[src/rtl/vga_scan_pkg.sv]
// Shared timing helpers and colour types for the VGA raster scan generator.
package vga_scan_pkg;

  localparam int unsigned PosW   = 14;
  localparam int unsigned VcntW  = 24;
  localparam int unsigned DivW   = 4;
  localparam int unsigned ChanW  = 4;
  localparam int unsigned ColorW = 3 * ChanW;

  // RGB444 field layout: {R[11:8], G[7:4], B[3:0]}
  typedef struct packed {
    logic [ChanW-1:0] r;
    logic [ChanW-1:0] g;
    logic [ChanW-1:0] b;
  } rgb444_t;

  function automatic int unsigned scan_total(input int unsigned active, input int unsigned fp,
                                             input int unsigned sync, input int unsigned bp);
    return active + fp + sync + bp;
  endfunction

  // First position inside the sync pulse
  function automatic int unsigned sync_start(input int unsigned active, input int unsigned fp);
    return active + fp;
  endfunction

  // First position past the sync pulse
  function automatic int unsigned sync_end(input int unsigned active, input int unsigned fp,
                                           input int unsigned sync);
    return active + fp + sync;
  endfunction

endpackage

[src/rtl/pix_ce_div.sv]
// Pixel clock-enable divider: pix_en is a one-CLK strobe every PIX_DIV cycles.
module pix_ce_div
  import vga_scan_pkg::*;
#(
  parameter int unsigned PIX_DIV = 4
) (
  input  logic CLK,
  input  logic RESET,
  output logic pix_en
);

  localparam logic [DivW-1:0] DivLast = DivW'(PIX_DIV - 1);

  logic [DivW-1:0] div_q, div_d;

  assign pix_en = (div_q == DivLast);

  always_comb begin
    div_d = div_q + DivW'(1);
    if (pix_en) div_d = '0;
  end

  always_ff @(posedge CLK or negedge RESET) begin
    if (!RESET) begin
      div_q <= '0;
    end else begin
      div_q <= div_d;
    end
  end

endmodule

[src/rtl/vga_scan_gen.sv]
// VGA raster scan generator: active-area coordinates for the cell lookup, and
// registered RGB/sync outputs aligned to the lookup's one-cycle latency.
module vga_scan_gen
  import vga_scan_pkg::*;
#(
  parameter int unsigned H_ACTIVE = 480,
  parameter int unsigned H_FP     = 16,
  parameter int unsigned H_SYNC   = 48,
  parameter int unsigned H_BP     = 56,
  parameter int unsigned V_ACTIVE = 270,
  parameter int unsigned V_FP     = 3,
  parameter int unsigned V_SYNC   = 5,
  parameter int unsigned V_BP     = 22,
  parameter int unsigned PIX_DIV  = 4,
  parameter rgb444_t     FG_COLOR = 12'hFFF,
  parameter rgb444_t     BG_COLOR = 12'h000
) (
  input  logic              CLK,
  input  logic              RESET,
  input  logic              on,
  output logic [PosW-1:0]   hcnt,
  output logic [VcntW-1:0]  vcnt,
  output logic              de,
  output logic              frame_start,
  output logic              HSYNC,
  output logic              VSYNC,
  output logic [ColorW-1:0] rgb
);

  localparam int unsigned HTotal = scan_total(H_ACTIVE, H_FP, H_SYNC, H_BP);
  localparam int unsigned VTotal = scan_total(V_ACTIVE, V_FP, V_SYNC, V_BP);

  localparam logic [PosW-1:0] HLast = PosW'(HTotal - 1);
  localparam logic [PosW-1:0] VLast = PosW'(VTotal - 1);
  localparam logic [PosW-1:0] HAct  = PosW'(H_ACTIVE);
  localparam logic [PosW-1:0] VAct  = PosW'(V_ACTIVE);
  localparam logic [PosW-1:0] HsLo  = PosW'(sync_start(H_ACTIVE, H_FP));
  localparam logic [PosW-1:0] HsHi  = PosW'(sync_end(H_ACTIVE, H_FP, H_SYNC));
  localparam logic [PosW-1:0] VsLo  = PosW'(sync_start(V_ACTIVE, V_FP));
  localparam logic [PosW-1:0] VsHi  = PosW'(sync_end(V_ACTIVE, V_FP, V_SYNC));

  logic pix_en;

  pix_ce_div #(
    .PIX_DIV (PIX_DIV)
  ) u_pix_ce_div (
    .CLK    (CLK),
    .RESET  (RESET),
    .pix_en (pix_en)
  );

  // Scan position and stage-0 state
  logic [PosW-1:0]  hpos_q, hpos_d;
  logic [PosW-1:0]  vpos_q, vpos_d;
  logic [PosW-1:0]  hcnt_q, hcnt_d;
  logic [VcntW-1:0] vrun_q, vrun_d;
  logic             de_q, de_d;
  logic             hs0_q, hs0_d;
  logic             vs0_q, vs0_d;
  logic             origin;
  logic             frame_start_q;

  // Output stage
  logic [1:0]       en_pipe_q;
  logic             cap;
  rgb444_t          rgb_q, rgb_d;
  logic             hsync_q;
  logic             vsync_q;

  // Next position and the stage-0 values it implies
  always_comb begin
    hpos_d = hpos_q + PosW'(1);
    vpos_d = vpos_q;
    if (hpos_q == HLast) begin
      hpos_d = '0;
      vpos_d = (vpos_q == VLast) ? '0 : vpos_q + PosW'(1);
    end

    origin = (hpos_d == '0) && (vpos_d == '0);
    de_d   = (hpos_d < HAct) && (vpos_d < VAct);
    hcnt_d = de_d ? hpos_d : '0;
    hs0_d  = !((hpos_d >= HsLo) && (hpos_d < HsHi));
    vs0_d  = !((vpos_d >= VsLo) && (vpos_d < VsHi));

    // Running linear index: bump only when leaving an active pixel
    vrun_d = vrun_q;
    if (origin) begin
      vrun_d = '0;
    end else if (de_q) begin
      vrun_d = vrun_q + VcntW'(1);
    end
  end

  always_ff @(posedge CLK or negedge RESET) begin
    if (!RESET) begin
      hpos_q <= HLast;
      vpos_q <= VLast;
      hcnt_q <= '0;
      vrun_q <= '0;
      de_q   <= 1'b0;
      hs0_q  <= 1'b1;
      vs0_q  <= 1'b1;
    end else if (pix_en) begin
      hpos_q <= hpos_d;
      vpos_q <= vpos_d;
      hcnt_q <= hcnt_d;
      vrun_q <= vrun_d;
      de_q   <= de_d;
      hs0_q  <= hs0_d;
      vs0_q  <= vs0_d;
    end
  end

  always_ff @(posedge CLK or negedge RESET) begin
    if (!RESET) begin
      frame_start_q <= 1'b0;
    end else begin
      frame_start_q <= pix_en && origin;
    end
  end

  // cap lands one CLK after the lookup has registered the new coordinates
  assign cap = en_pipe_q[1];

  always_ff @(posedge CLK or negedge RESET) begin
    if (!RESET) begin
      en_pipe_q <= '0;
    end else begin
      en_pipe_q <= {en_pipe_q[0], pix_en};
    end
  end

  always_comb begin
    rgb_d = '0;
    if (de_q) begin
      rgb_d = on ? FG_COLOR : BG_COLOR;
    end
  end

  // Stage-0 flags are still stable here since PIX_DIV >= 3
  always_ff @(posedge CLK or negedge RESET) begin
    if (!RESET) begin
      rgb_q   <= '0;
      hsync_q <= 1'b1;
      vsync_q <= 1'b1;
    end else if (cap) begin
      rgb_q   <= rgb_d;
      hsync_q <= hs0_q;
      vsync_q <= vs0_q;
    end
  end

  assign hcnt        = hcnt_q;
  assign vcnt        = de_q ? vrun_q : '0;
  assign de          = de_q;
  assign frame_start = frame_start_q;
  assign HSYNC       = hsync_q;
  assign VSYNC       = vsync_q;
  assign rgb         = rgb_q;

endmodule

[config.mk]
export PLATFORM = sky130hd
export DESIGN_NAME = vga_scan_gen
export DESIGN_NICKNAME = d
export VERILOG_FILES = /design/src/rtl/vga_scan_pkg.sv /design/src/rtl/pix_ce_div.sv /design/src/rtl/vga_scan_gen.sv
export SDC_FILE = /design/constraint.sdc
export NUM_CORES = 1
export LEC_CHECK = 0
export ABC_AREA = 1
export CAP_MARGIN = 40
export CELL_PAD_IN_SITES_DETAIL_PLACEMENT = 0
export CELL_PAD_IN_SITES_GLOBAL_PLACEMENT = 1
export CORE_UTILIZATION = 44
export CTS_CLUSTER_DIAMETER = 120
export DETAILED_ROUTE_END_ITERATION = 16
export GPL_TIMING_DRIVEN = 0
export PLACE_DENSITY_LB_ADDON = 0.1
export SLEW_MARGIN = 10
export SYNTH_ARGS = -nofsm -noshare
export SYNTH_HDL_FRONTEND = slang
export SYNTH_SLANG_ARGS = --single-unit
[constraint.sdc]
create_clock -name CLK -period 4.45 [get_ports CLK]
set_input_delay 1.1125 -clock CLK [delete_from_list [all_inputs] [get_ports CLK]]
set_output_delay 1.1125 -clock CLK [all_outputs]
set_load 0.005 [all_outputs]
### Yosys cells after proc, flatten, opt, wreduce, memory -nomap -nowiden

Cells that the tools add are included.

* $add $sub $neg: 4
* magnitude comparators: 6
* eq/ne operators: 3
* muxes and demuxes: 10
* reductions and logical operators: 11

Operator list (count)
* $mux W24: 3
* $mux W14: 4
* $lt A14 B9 Y1 const B: 3
* $add A14 B1 Y14 const B: 2
* $ge A14 B9 Y1 const B: 2
* $logic_not A14 Y1: 2
* $add A24 B1 Y24 const B: 1
* $mux W12: 2
* $eq A14 B10 Y1 const B: 1
* $eq A14 B9 Y1 const B: 1
* $lt A14 B10 Y1 const B: 1
* $logic_and A1 B1 Y1: 5
* $add A4 B1 Y4 const B: 1
* $eq A4 B2 Y1 const B: 1
* $mux W4: 1
* $logic_not A1 Y1: 2
* $reduce_and A2 Y1: 1
* $reduce_bool A2 Y1: 1

* bits in registers: 90
* bits of input ports: 3
* output and inout bits: 54
* word-level logic and storage cells: 49

### Depth between registers and ports, before layout

* word-level depth: 7
* depth in mapped cells: 18
* gate-level depth less buffers: 17

### Cells and area by module

Synthesis repeated with hierarchy kept, for this count alone.

* cell total of the unflattened synthesis: 749
* area total of the unflattened synthesis: 5251.3 µm²

By module, submodules not included
* vga_scan_gen: times used 1, cells each 729, area each 5069.9 µm², sequential area each 1895.6 µm²
* pix_ce_div: times used 1, cells each 20, area each 181.4 µm², sequential area each 100.1 µm²

### Worst setup path after synthesis

Ideal clock, no wire load.

* path type: reg-to-reg
* start point: register hpos_q[0]
* end point: register vrun_q[14]
* library setup time: 0.117 ns
* arrival: 2.176 ns
* data required time: 4.333 ns
* setup slack: 2.157 ns
* cell stages (with the launch flop): 17
* buffers on the path: 2
* period minus slack after synthesis: 2.293 ns
* cell sequence: dfstp_2 -> ha_1 -> nand2_2 -> nor2_2 -> nand2_2 -> nor2_8 -> buf_6 -> nor2_2 -> nor3_2 -> nand3b_1 -> nor2_2 -> nand3_4 -> nand2_2 -> nand2_2 -> buf_6 -> nand2_1 -> nand2_1

* longest elaborated chain between the ends: 6
* elaborated cells between the ends (all ways): 10
* those cells by class: 1 x add/sub; 1 x eq/ne; 3 x mux; 5 x reduce/logical

Ends and longest elaborated chain
* start: declaration: RTL line vga_scan_gen.sv:53 `logic [PosW-1:0] hpos_q, hpos_d;`
* start signal: assignment: RTL line vga_scan_gen.sv:96 `hpos_q <= HLast;`
* start signal: assignment: RTL line vga_scan_gen.sv:104 `hpos_q <= hpos_d;`
* $add A14 B1 Y14 / $eq A14 B10 Y1 (equally long branches): RTL line vga_scan_gen.sv:72, vga_scan_gen.sv:74
* $mux W14: RTL line vga_scan_gen.sv:74 `if (hpos_q == HLast) begin`
* $logic_not A14 Y1: RTL line vga_scan_gen.sv:79 `origin = (hpos_d == '0) && (vpos_d == '0);`
* $logic_and A1 B1 Y1 *: RTL line vga_scan_gen.sv:79
* $reduce_bool A2 Y1 (no source line)
* $reduce_and A2 Y1 (no source line)
* end signal: assignment: RTL line vga_scan_gen.sv:107 `vrun_q <= vrun_d;`
* end: declaration: RTL line vga_scan_gen.sv:56 `logic [VcntW-1:0] vrun_q, vrun_d;`

Every way passes the cells marked *; elsewhere a longest branch is shown, timed or not.
A chain may end at the register's enable or synchronous reset.

### Worst setup path after layout

* start point: register de_q, in the netlist de
* end point: output port vcnt[3]

* longest elaborated chain between the ends: 1

Ends and longest elaborated chain
* start: declaration: RTL line vga_scan_gen.sv:57 `logic de_q, de_d;`
* start signal: assignment: RTL line vga_scan_gen.sv:100 `de_q <= 1'b0;`
* start signal: assignment: RTL line vga_scan_gen.sv:108 `de_q <= de_d;`
* $mux W24: RTL line vga_scan_gen.sv:154 `assign vcnt = de_q ? vrun_q : '0;`
* end: declaration: RTL line vga_scan_gen.sv:22 `output logic [VcntW-1:0] vcnt,`

Every way passes these cells.

==> results.md <==
* Largest net degree at the start of global routing at 55
* H-tree Lvls at 3
* Site Rows at 39
* Flops & latches, synth at between 70 and 80
* Synthesized area at between 5000 and 6000 um^2
* Post-synthesis mux area share at 0.00432
* CP top delay family: buffers and inverters
* CTS tree: done
* Kind of end point of the critical path: primary output
* Worst setup margin at about 1.2 ns
* Slew Viols, Final at 0
* Gr usage total at 0.238
* Final hold vios at 0
* Die area at between 10000 and 15000 um^2
* Clock sinks at just under 80
* Worst-margin pin slew at around 0.64 ns
* WL/cell at approximately 14 um
* Overflow after GRT at 0
* Max VDD drop at around 0.23 mV
* CTS buffer count at 9
* Antenna violations before repair at 0
* Status: complete, no violations
* Yosys warns at 0
* Post-Route WL at 13600 um
* RSZ-0062 raised after global routing: no
* Crit. Startpoint: de$_DFFE_PN0P_
* Pre-CTS setup slack at between 1 and 1.5 ns
* Total negative slack at 0 ns
* Worst Path Buf+Inv at 4
* Minimum clock period at 3.28 ns
* Initial Utilization at 0.454
* Adder-cell share of the synthesized area at 0.0120
* DR DRC count at 0
* Core box area at 11500 um^2
* Post-Synth XOR/XNOR Area at 0.0370
* CP most frequent cell: clkbuf_1
* Count leader, synth: nand2_1
* Top_reg_cell synth: dfrtp_1
* First-pass GRT wire length at 23500 um
* Worst-path clk slew at 0.06 ns
* Async SR Flop Fraction at 1.00
* Die H at approximately 110 um
* Post-CTS setup buffer count at 0
* Placed Area at 5970 um^2
* Worst path slowest cell: clkdlybuf4s50_1
* Number of flops mapped to enable cells by yosys at 0
* Gpl congestion at approximately 0.9
* Max Cap Violations at 0
* Worst path cell trace: clkbuf_1 > clkbuf_1 > nand2_1 > inv_1 > clkdlybuf4s50_1
* Post-Syn Nets at around 780
* Arrival time worst endpoint at roughly 2.2 ns
* CTS Buffer Depth at 2
* Post-synth top cells: 227 x nand2_1, 111 x inv_1, 101 x nor2_1
* Power density over the cells at 249 nW/um^2
* CTS Hold Bufs at 0
* Layout Nets at between 800 and 900
* Vias at slightly above 5000
* Yosys top cell by area: dfrtp_1
* Syn_area_per_cell at 6.76 um^2
* P_leak at 0.00323 uW
* Worst-path maximum fanout at 10
* Hold Path Origin: en_pipe_q[0]$_DFF_PN0_
* Synth unique cells at 35
* Critical path class: flop to primary output
* Syn Inst Count at 770
* Final worst-path cycle share at 0.737
* Complex-gate fraction of the synthesized area at 0.0519
* Hold WC Path Type: flop to flop
* Finished Cell Area at ~6300 um^2
* Hpwl dp at ~10000 um
* Critical Path Start Type: flop
* Comb pwr share at 0.024
* Internal at 1230 uW
* IO Count at 57
* Initial DRT Pass Iterations at 5
* R2R Path Start: hpos_q[0]$_DFFE_PN1P_
* Setup Skew at between 0.004 and 0.005 ns
* Die width at between 100 and 150 um
* Clock share of power at 0.517
* Initial DRC count at approximately 280
* Net Switching at about 340 uW
* Post-CTS Resized at 0
* Switching Fraction at 0.214
* Vias in the first global route at around 4900
* Register share of total power at 0.459
* Number of diodes at 0
* Placed Instances at 970
* Share of layout cells above drive strength 1 at 0.0878
* Synthesis-to-layout area growth at 20.9%
* Crit path required time at roughly 3.3 ns
* DRT antenna net count at 0
* Final-report setup violation count at 0
* Post-synthesis sequential area ratio at 0.383
* Largest family of logic cells by synthesized area: simple AND/OR/NAND/NOR gates
* Root buffer cell: clkbuf_16
* I/O Buffers at between 50 and 60
* Max-slew headroom at 0.569
* Fill cell count at approximately 1100
* Fmax at 305 MHz
* Hold slack at ~0.35 ns
* Worst-Skew Late Latency at around 0.35 ns
* Worst path max stage delay at roughly 0.49 ns
* Simple-gate share of the synthesized area at 0.390
* Fin cells at ~1000
* Synth top area cells: dfrtp_1 31%, nand2_1 16%, inv_1 8.0%
* Via density per instance at between 5 and 6
* Top cell type's share of synthesized area at 0.308
cell usage in the layout, fill, tap and decap left out, types with 2 or more instances in the layout:
master,synthesis,routed
buf_4,11,12
mux2_2,2,2
nor2_2,7,7
nor3_1,9,9
clkinv_4,0,2
dfrtp_1,64,64
xor2_1,18,18
clkbuf_1,15,16
nand2_2,6,6
nand2_1,227,227
xnor2_1,4,4
inv_1,111,111
nor4_1,6,6
nand4_1,37,37
o21bai_1,6,6
a31oi_1,4,4
buf_6,3,3
dfstp_2,15,15
ha_1,5,5
clkdlybuf4s50_1,0,55
nand3_1,63,63
clkbuf_16,0,9
nor2_1,101,101
buf_2,6,6
nand3_2,2,2
a21oi_1,3,3
o21ai_0,34,34
bufinv_16,0,2
registers in the layout, summed over array words and instances, names as in the netlist:
signal              cells
hs0_q                   1
hcnt                   14
vs0_q                   1
en_pipe_q               2
hpos_q                 14
VSYNC                   1
rgb                     1
HSYNC                   1
vpos_q                 14
frame_start             1
vrun_q                 24
u_pix_ce_div.div_q      4
de                      1
area by class of cell:
| cell class | count | area (um^2) | area share |
|---|---|---|---|
| Sequential cell | 79 | 2000 | 0.317 |
| Buffer | 37 | 211 | 0.0336 |
| Clock inverter | 6 | 93.8 | 0.0149 |
| Multi-Input combinational cell | 542 | 2580 | 0.410 |
| Tap cell | 143 | 179 | 0.0284 |
| Timing Repair Buffer | 57 | 586 | 0.0930 |
| Inverter | 112 | 420 | 0.0668 |
| Clock buffer | 10 | 229 | 0.0364 |
per-stage QoR:
step | power, uW | util
3_3_place_gp | 769 | 0.519
3_5_place_dp | 773 | 0.521
4_1_cts | 1580 | 0.549
6_report | 1570 | 0.549
5_1_grt | 1620 | 0.549
2_1_floorplan | 742 | -
path summary, 6_finish.rpt:
kind	end	slack, ns	cells past startpoint
max	vcnt[3]	1.17	5
min	en_pipe_q[1]$_DFF_PN0_	0.35	0
max reg2reg	vrun_q[6]$_DFFE_PN0P_	1.65	13
min reg2reg	en_pipe_q[1]$_DFF_PN0_	0.35	0
max in group asynchronous	hpos_q[1]$_DFFE_PN1P_	3.13	2
min in group asynchronous	vpos_q[10]$_DFFE_PN0P_	0.68	1
kinds of logic (layout without fill, tap and decap cells):
group | after synthesis | count (layout)
flip-flops | 79 | 79
XOR/XNOR | 22 | 22
multiplexers | 2 | 2
buffers and inverters | 149 | 222
adder cells (fa/ha/maj) | 5 | 5
AO/OA/AOI/OAI | 49 | 49
AND/OR/NAND/NOR | 464 | 464
layer usage:
| layer | global-route usage | share of wire | vias to the layer above |
|---|---|---|---|
| met3 | 0.0416 | 0.050 | 22 |
| met2 | 0.372 | 0.44 | 144 |
| met1 | 0.330 | 0.49 | 2368 |
| met4 | 0.0880 | 0.018 | 0 |
| met5 | 0 | 0 | - |
| li1 | - | - | 2550 |
power groups by stage:
| stage | sequential [uW] | clock [uW] | combinational [uW] |
|---|---|---|---|
| finish | 721 | 812 | 37.5 |
| global route | 720 | 856 | 42.3 |
| CTS | 721 | 825 | 39.2 |
| detailed placement | 734 | 0 | 39.1 |
| global placement | 734 | 0 | 35.4 |
| floorplan | 734 | 0 | 8.30 |
No activity file was read; power rests on OpenSTA's default activity.
